File: config.mk
export PLATFORM = sky130hd
export DESIGN_NAME = bram_port_arbiter
export DESIGN_NICKNAME = d
export VERILOG_FILES = /design/src/rtl/bram_port_arbiter.sv
export SDC_FILE = /design/constraint.sdc
export NUM_CORES = 1
export LEC_CHECK = 0
export ABC_AREA = 1
export BUFFER_PORTS_ARGS = -buffer_cell sky130_fd_sc_hd__buf_2
export CORE_ASPECT_RATIO = 0.75
export CORE_MARGIN = 3
export CORE_UTILIZATION = 43
export CTS_BUF_LIST = sky130_fd_sc_hd__clkbuf_4 sky130_fd_sc_hd__clkbuf_8
export DETAILED_ROUTE_END_ITERATION = 6
export PLACE_DENSITY = 0.86
export SYNTH_ARGS = -nofsm -noshare
export SYNTH_HDL_FRONTEND = slang
export SYNTH_SLANG_ARGS = --single-unit
File: constraint.sdc
create_clock -name clk -period 4.05 [get_ports clk]
set_clock_uncertainty 0.05 [all_clocks]
set_input_delay 0.2025 -clock clk [delete_from_list [all_inputs] [get_ports clk]]
set_output_delay 0.2025 -clock clk [all_outputs]
set_load 0.02 [all_outputs]
File: src/rtl/bram_port_arbiter.sv
// bram_port_arbiter
// Shares one BRAM port between two requesters: req0 (clip loader) and
// req1 (PL writer/readback). Single-word commands are serialised with
// round-robin tie breaking. A locked burst keeps the grant with its owner
// until a beat with lock=0 is accepted, or until the owner has been idle
// for LOCK_TIMEOUT cycles. Read data returns to the issuing requester
// BRAM_DELAY+1 edges after the accept edge, in issue order.
//
// Ports
//   clk, rst                    clock, async active-high reset
//   reqN_valid_i/ready_o        command handshake (N=0,1)
//   reqN_addr_i/we_i/be_i       command address, write flag, byte enables
//   reqN_wdata_i, reqN_lock_i   write data, keep grant after this beat
//   rdN_valid_o, rdN_data_o     one-cycle read response strobe and data
//   BRAM_*_o, BRAM_dout_i       BRAM port
//   lock_timeout_err_o          sticky flag, set on forced lock release
//
// state     | meaning
// ST_OPEN   | no lock; any valid requester may win (round-robin on ties)
// ST_LOCKED | only owner_q may be granted; idle timer counts down
module bram_port_arbiter #(
   parameter int ADDR_W       = 32,
   parameter int DATA_W       = 32,
   parameter int BRAM_DELAY   = 2,
   parameter int LOCK_TIMEOUT = 256
) (
   input  logic                clk,
   input  logic                rst,
   input  logic                req0_valid_i,
   output logic                req0_ready_o,
   input  logic [ADDR_W-1:0]   req0_addr_i,
   input  logic                req0_we_i,
   input  logic [DATA_W/8-1:0] req0_be_i,
   input  logic [DATA_W-1:0]   req0_wdata_i,
   input  logic                req0_lock_i,
   input  logic                req1_valid_i,
   output logic                req1_ready_o,
   input  logic [ADDR_W-1:0]   req1_addr_i,
   input  logic                req1_we_i,
   input  logic [DATA_W/8-1:0] req1_be_i,
   input  logic [DATA_W-1:0]   req1_wdata_i,
   input  logic                req1_lock_i,
   output logic                rd0_valid_o,
   output logic [DATA_W-1:0]   rd0_data_o,
   output logic                rd1_valid_o,
   output logic [DATA_W-1:0]   rd1_data_o,
   output logic                BRAM_clk_o,
   output logic [ADDR_W-1:0]   BRAM_addr_o,
   output logic [DATA_W-1:0]   BRAM_din_o,
   output logic                BRAM_en_o,
   output logic [DATA_W/8-1:0] BRAM_we_o,
   output logic                BRAM_rst_o,
   input  logic [DATA_W-1:0]   BRAM_dout_i,
   output logic                lock_timeout_err_o
);

   localparam int BE_W  = DATA_W / 8;
   localparam int CNT_W = (LOCK_TIMEOUT > 1) ? $clog2(LOCK_TIMEOUT) : 1;
   localparam logic [CNT_W-1:0] IDLE_LOAD = CNT_W'(LOCK_TIMEOUT - 1);

   localparam logic [0:0] ST_OPEN   = 1'b0;
   localparam logic [0:0] ST_LOCKED = 1'b1;

   logic [0:0]       state_q, state_d;
   logic             owner_q, owner_d;
   logic             last_q, last_d;
   logic [CNT_W-1:0] idle_q, idle_d;
   logic             err_q, err_d;

   logic grant0, grant1, acc;
   logic [ADDR_W-1:0] sel_addr;
   logic [DATA_W-1:0] sel_wdata;
   logic [BE_W-1:0]   sel_be;
   logic              sel_we, sel_lock;

   logic [ADDR_W-1:0] bram_addr_q;
   logic [DATA_W-1:0] bram_din_q;
   logic              bram_en_q;
   logic [BE_W-1:0]   bram_we_q;
   logic              bram_rst_q;

   // Entry [0] is aligned with the BRAM_en cycle; entry [BRAM_DELAY] is the
   // cycle BRAM_dout carries that command's data.
   logic [BRAM_DELAY:0] resp_vld_q, resp_id_q;
   logic                rd0_valid_q, rd1_valid_q;
   logic [DATA_W-1:0]   rd0_data_q, rd1_data_q;

   always_comb begin
      grant0 = 1'b0;
      grant1 = 1'b0;
      if (state_q == ST_LOCKED) begin
         grant0 = ~owner_q & req0_valid_i;
         grant1 =  owner_q & req1_valid_i;
      end else if (req0_valid_i && req1_valid_i) begin
         grant0 =  last_q;
         grant1 = ~last_q;
      end else begin
         grant0 = req0_valid_i;
         grant1 = req1_valid_i;
      end
   end

   // Ready is held low for the whole reset window, even with valid high.
   assign req0_ready_o = grant0 & ~rst;
   assign req1_ready_o = grant1 & ~rst;
   assign acc          = grant0 | grant1;

   assign sel_addr  = grant1 ? req1_addr_i  : req0_addr_i;
   assign sel_wdata = grant1 ? req1_wdata_i : req0_wdata_i;
   assign sel_be    = grant1 ? req1_be_i    : req0_be_i;
   assign sel_we    = grant1 ? req1_we_i    : req0_we_i;
   assign sel_lock  = grant1 ? req1_lock_i  : req0_lock_i;

   always_comb begin
      state_d = state_q;
      owner_d = owner_q;
      last_d  = last_q;
      idle_d  = idle_q;
      err_d   = err_q;
      if (acc) begin
         owner_d = grant1;
         last_d  = grant1;
         state_d = sel_lock ? ST_LOCKED : ST_OPEN;
         idle_d  = IDLE_LOAD;
      end else if (state_q == ST_LOCKED) begin
         // No accept while locked means the owner is idle this cycle.
         if (idle_q == '0) begin
            state_d = ST_OPEN;
            err_d   = 1'b1;
         end else begin
            idle_d = idle_q - 1'b1;
         end
      end
   end

   always_ff @(posedge clk or posedge rst) begin
      if (rst) begin
         state_q <= ST_OPEN;
         owner_q <= 1'b0;
         last_q  <= 1'b1;
         idle_q  <= IDLE_LOAD;
         err_q   <= 1'b0;
      end else begin
         state_q <= state_d;
         owner_q <= owner_d;
         last_q  <= last_d;
         idle_q  <= idle_d;
         err_q   <= err_d;
      end
   end

   always_ff @(posedge clk or posedge rst) begin
      if (rst) begin
         bram_addr_q <= '0;
         bram_din_q  <= '0;
         bram_en_q   <= 1'b0;
         bram_we_q   <= '0;
         bram_rst_q  <= 1'b1;
      end else begin
         bram_rst_q <= 1'b0;
         bram_en_q  <= acc;
         bram_we_q  <= (acc && sel_we) ? sel_be : '0;
         if (acc) begin
            bram_addr_q <= sel_addr;
            bram_din_q  <= sel_wdata;
         end
      end
   end

   always_ff @(posedge clk or posedge rst) begin
      if (rst) begin
         resp_vld_q  <= '0;
         resp_id_q   <= '0;
         rd0_valid_q <= 1'b0;
         rd1_valid_q <= 1'b0;
         rd0_data_q  <= '0;
         rd1_data_q  <= '0;
      end else begin
         resp_vld_q  <= {resp_vld_q[BRAM_DELAY-1:0], acc & ~sel_we};
         resp_id_q   <= {resp_id_q[BRAM_DELAY-1:0], grant1};
         rd0_valid_q <= resp_vld_q[BRAM_DELAY] & ~resp_id_q[BRAM_DELAY];
         rd1_valid_q <= resp_vld_q[BRAM_DELAY] &  resp_id_q[BRAM_DELAY];
         if (resp_vld_q[BRAM_DELAY] && !resp_id_q[BRAM_DELAY])
            rd0_data_q <= BRAM_dout_i;
         if (resp_vld_q[BRAM_DELAY] && resp_id_q[BRAM_DELAY])
            rd1_data_q <= BRAM_dout_i;
      end
   end

   assign BRAM_clk_o         = clk;
   assign BRAM_addr_o        = bram_addr_q;
   assign BRAM_din_o         = bram_din_q;
   assign BRAM_en_o          = bram_en_q;
   assign BRAM_we_o          = bram_we_q;
   assign BRAM_rst_o         = bram_rst_q;
   assign rd0_valid_o        = rd0_valid_q;
   assign rd1_valid_o        = rd1_valid_q;
   assign rd0_data_o         = rd0_data_q;
   assign rd1_data_o         = rd1_data_q;
   assign lock_timeout_err_o = err_q;

endmodule

; ---- Word level (Yosys, flattened, before mapping)
; Index checks and enable logic that the tools add are counted.
[totals]
reg_bits = 154
inputBits = 176
elab_cells = 58
[classes]
add_sub_neg = 1
eq_ne = 1
mux = 17
n_bitwise = 14
n_reduce_logical = 9
[ops]
columns = operator, n
row1 = 2-to-1 mux 32 bit, 2
row2 = 2-to-1 mux 8 bit, 3
row3 = 2-to-1 mux 1 bit, 10
row4 = logical NOT 8 bit, 1
row5 = 2-to-1 mux 4 bit, 2
row6 = subtractor 8 x 1 -> 8 bit (second input constant), 1
row7 = AND 1 bit, 7
row8 = NOT 1 bit, 6
row9 = logical AND 1 bit, 4
row10 = AND reduction 3 bit, 1
row11 = != test 2 bit (second input constant), 1
row12 = AND reduction 2 bit, 1
row13 = nonzero test 2 bit, 1
row14 = logical NOT 1 bit, 1
row15 = bitwise OR 1 bit, 1

; ---- Logic depth before layout (Yosys ltp)
[logic_depth]
ltp_word = 6
mapped_depth = 9
ltp_nobuf = 9

==> flow_metrics.tcl <==
set metrics [dict create \
    critPathArrivalTime_ps 3970 \
    yosysWarnings 0 \
    postRouteAntennaNets 0 \
    first_iter_violations 596 \
    power.share.switching 0.450 \
    internal-power_mw 4.43 \
    antenna_found_initial 4 \
    drt-met1-wl_um 8960 \
    ir_worst_vdd_mv 0.495 \
    port_buffers 315 \
    synth_cell_type_count 26 \
    hold_violations 0 \
    cts_resized 0 \
    critPathBufInv 3 \
    met2_length_um 12300 \
    p_sw_mw 3.64 \
    fin_crit_ps 3580 \
    max_freq_mhz 279 \
    status "complete, no violations" \
    routabilityCongestion 0.871 \
    grt_pass1_vias 7611 \
    maxUsedRoutingLayer "met5" \
    r2r-start "state_q$_DFF_PP0_" \
    synth_area_um2 6390 \
    die_y_um 112 \
    cp-startpoint "state_q$_DFF_PP0_" \
    routed_wl_um 25100 \
    critPathCaptureType "flip-flop" \
    clkLatencyLatePin_ps 540 \
    cp_top_family "buffers and inverters" \
    synth-seq-cells 154 \
    drc_errors 0 \
    pin_count 316 \
    hold_slack_ps 128 \
    synthCells 725 \
    slowest_delay_ps 810 \
    die_w_um 147 \
    fillers 877 \
    tightestPinTransition_ps 1050 \
    seq_power_share 0.345 \
    worstPathMaxFanout 68 \
    grt_max_degree 98 \
    hp-class "in2reg" \
    startpoint_type "flip-flop" \
    synth_edf_count 0 \
    synth_commonest_cells "179 x nand2_1, 144 x dfrtp_1, 127 x o21ai_0" \
    crit_type "reg2reg" \
    grt_pass1_wl_um 39700 \
    timing.setup.tns_ps 0 \
    finalMaxSlewViolations 0 \
    fin_crit_sh 0.885 \
    num_rows 37 \
    synth-main-ff-cell "dfrtp_1" \
    layout.nets 1376 \
    maxSlewHeadroom 0.303 \
    syn_nets 903 \
    track_usage 0.304 \
    crit_slowest_cell "nand2_2" \
    rsz0062_at_grt "false" \
    worstHoldStart "req1_valid_i" \
    synth.top_cell.area_share 0.564 \
    crit_chain "a21boi_2, inv_2, nand2_2, buf_4, nor2_1, a21oi_1, dlygate4sd3_1" \
    cts_setup_buffers 0 \
    synth_most_common_cell "nand2_1" \
    firstDrtPassIters 5 \
    vias 7441 \
    required_ps 4440 \
    met3_length_um 2640 \
    synth_area_per_cell_um2 8.81 \
    wl_per_cell_um 17.8 \
    power_density_nw_per_um2 787 \
    yosysSeqAreaShare 0.605 \
    p_leak_nw 5.24 \
    clkPwrFrac 0.159 \
    post_drt_via_cell_ratio 5.28 \
    cts_hold_buf 173 \
    async_flop_share 1.00 \
    overflow 0 \
    die-area_um2 16400 \
    synth_area_leaders "dfrtp_1 56%, nand2_1 11%, o21ai_0 10%, a21oi_1 5.6%, nor2_1 4.5%" \
    clkSlewWorstSetupHoldPaths_ps 100 \
    area_growth_pct 60.5 \
    core_area_um2 14100 \
    yosys.area.top_type "dfrtp_1" \
    dp_hpwl_um 13300 \
    finalSetupViolCount 0 \
    cts_tree "done" \
    maxCapViolations 0 \
    start_util 0.452 \
    finish.utilization 0.726 \
    drive_gt1_frac 0.311 \
    combPwrFrac 0.495 \
]
[worst register-to-register path, cell delays in order (launching register included)]
cell           delay (ps)
dfrtp_1               460
a21boi_2              130
inv_2                 750
nand2_2               810
buf_4                 480
nor2_1                150
a21oi_1                70
dlygate4sd3_1         580
[per-stage QoR]
stage	worst slack [ps]	total power, mW	cells	cell area [um^2]
after floorplan	1640	4.77	725	6390
after global placement	1240	5.84	1198	8070
after detailed placement	1140	5.94	1198	8070
after CTS	602	7.82	1406	10200
after global routing	260	8.52	1409	10200
final	467	8.07	1409	10200
[layout make-up]
cell class | instances | area (um^2) | area share
Sequential cell | 154 | 3870 | 0.377
Multi-Input combinational cell | 483 | 2160 | 0.210
Timing Repair Buffer | 493 | 3360 | 0.328
Clock inverter | 14 | 153 | 0.0149
Antenna cell | 3 | 7.51 | 0.000733
Inverter | 45 | 173 | 0.0168
Tap cell | 195 | 244 | 0.0238
Clock buffer | 22 | 288 | 0.0281
[power by group through the flow]
stage,Combinational [mW],Clock (mW),Sequential [mW]
6_report,4.00,1.29,2.79
5_1_grt,4.29,1.37,2.85
4_1_cts,3.81,1.29,2.72
3_5_place_dp,3.19,0.0231,2.72
3_3_place_gp,3.10,0.0231,2.71
2_1_floorplan,1.23,0.0288,3.52
[final timing paths]
| path | to | slack, ps | cells past startpoint |
|---|---|---|---|
| setup / recovery | BRAM_addr_o[12]$_DFFE_PP0P_ | 470 | 7 |
| hold / removal | resp_id_q[0]$_DFF_PP0_ | 130 | 3 |
| setup reg to reg | BRAM_addr_o[12]$_DFFE_PP0P_ | 470 | 7 |
| hold reg to reg | resp_id_q[1]$_DFF_PP0_ | 300 | 0 |
| max in group asynchronous | BRAM_addr_o[11]$_DFFE_PP0P_ | 2810 | 4 |
| min in group asynchronous | BRAM_din_o[6]$_DFFE_PP0P_ | 250 | 3 |
[per-layer routing]
metal,track usage,up-vias
li1,-,3290
met1,0.350,3499
met2,0.512,532
met3,0.0936,118
met4,0.156,2
met5,0,-
[cells by family after synthesis]
family | Yosys count | share of synthesized area
AO/OA/AOI/OAI | 207 | 0.164
XOR/XNOR | 1 | 0.00137
other | 1 | 0.000587
flip-flops | 154 | 0.605
AND/OR/NAND/NOR | 272 | 0.167
buffers and inverters | 88 | 0.0582
adder cells (fa/ha/maj) | 2 | 0.00392
[state kept, by name, summed over array words and instances, names as in the netlist, 3 cells and up]
| signal | count |
|---|---|
| BRAM_addr_o | 32 |
| rd0_data_o | 32 |
| resp_vld_q | 3 |
| BRAM_we_o | 4 |
| idle_q | 8 |
| resp_id_q | 3 |
| rd1_data_o | 32 |
| BRAM_din_o | 32 |
[layout by cell type, fill, tap and decap left out, types with 10 or more instances in the layout]
cell,synthesis,layout
buf_2,19,315
nand2_1,179,178
dlygate4sd3_1,0,173
dfrtp_1,144,144
o21ai_0,127,127
nor2_1,76,76
a21oi_1,72,72
inv_1,42,41
clkbuf_8,0,20
dfstp_2,10,10
Note: power is estimated with default switching activity, not from simulation.
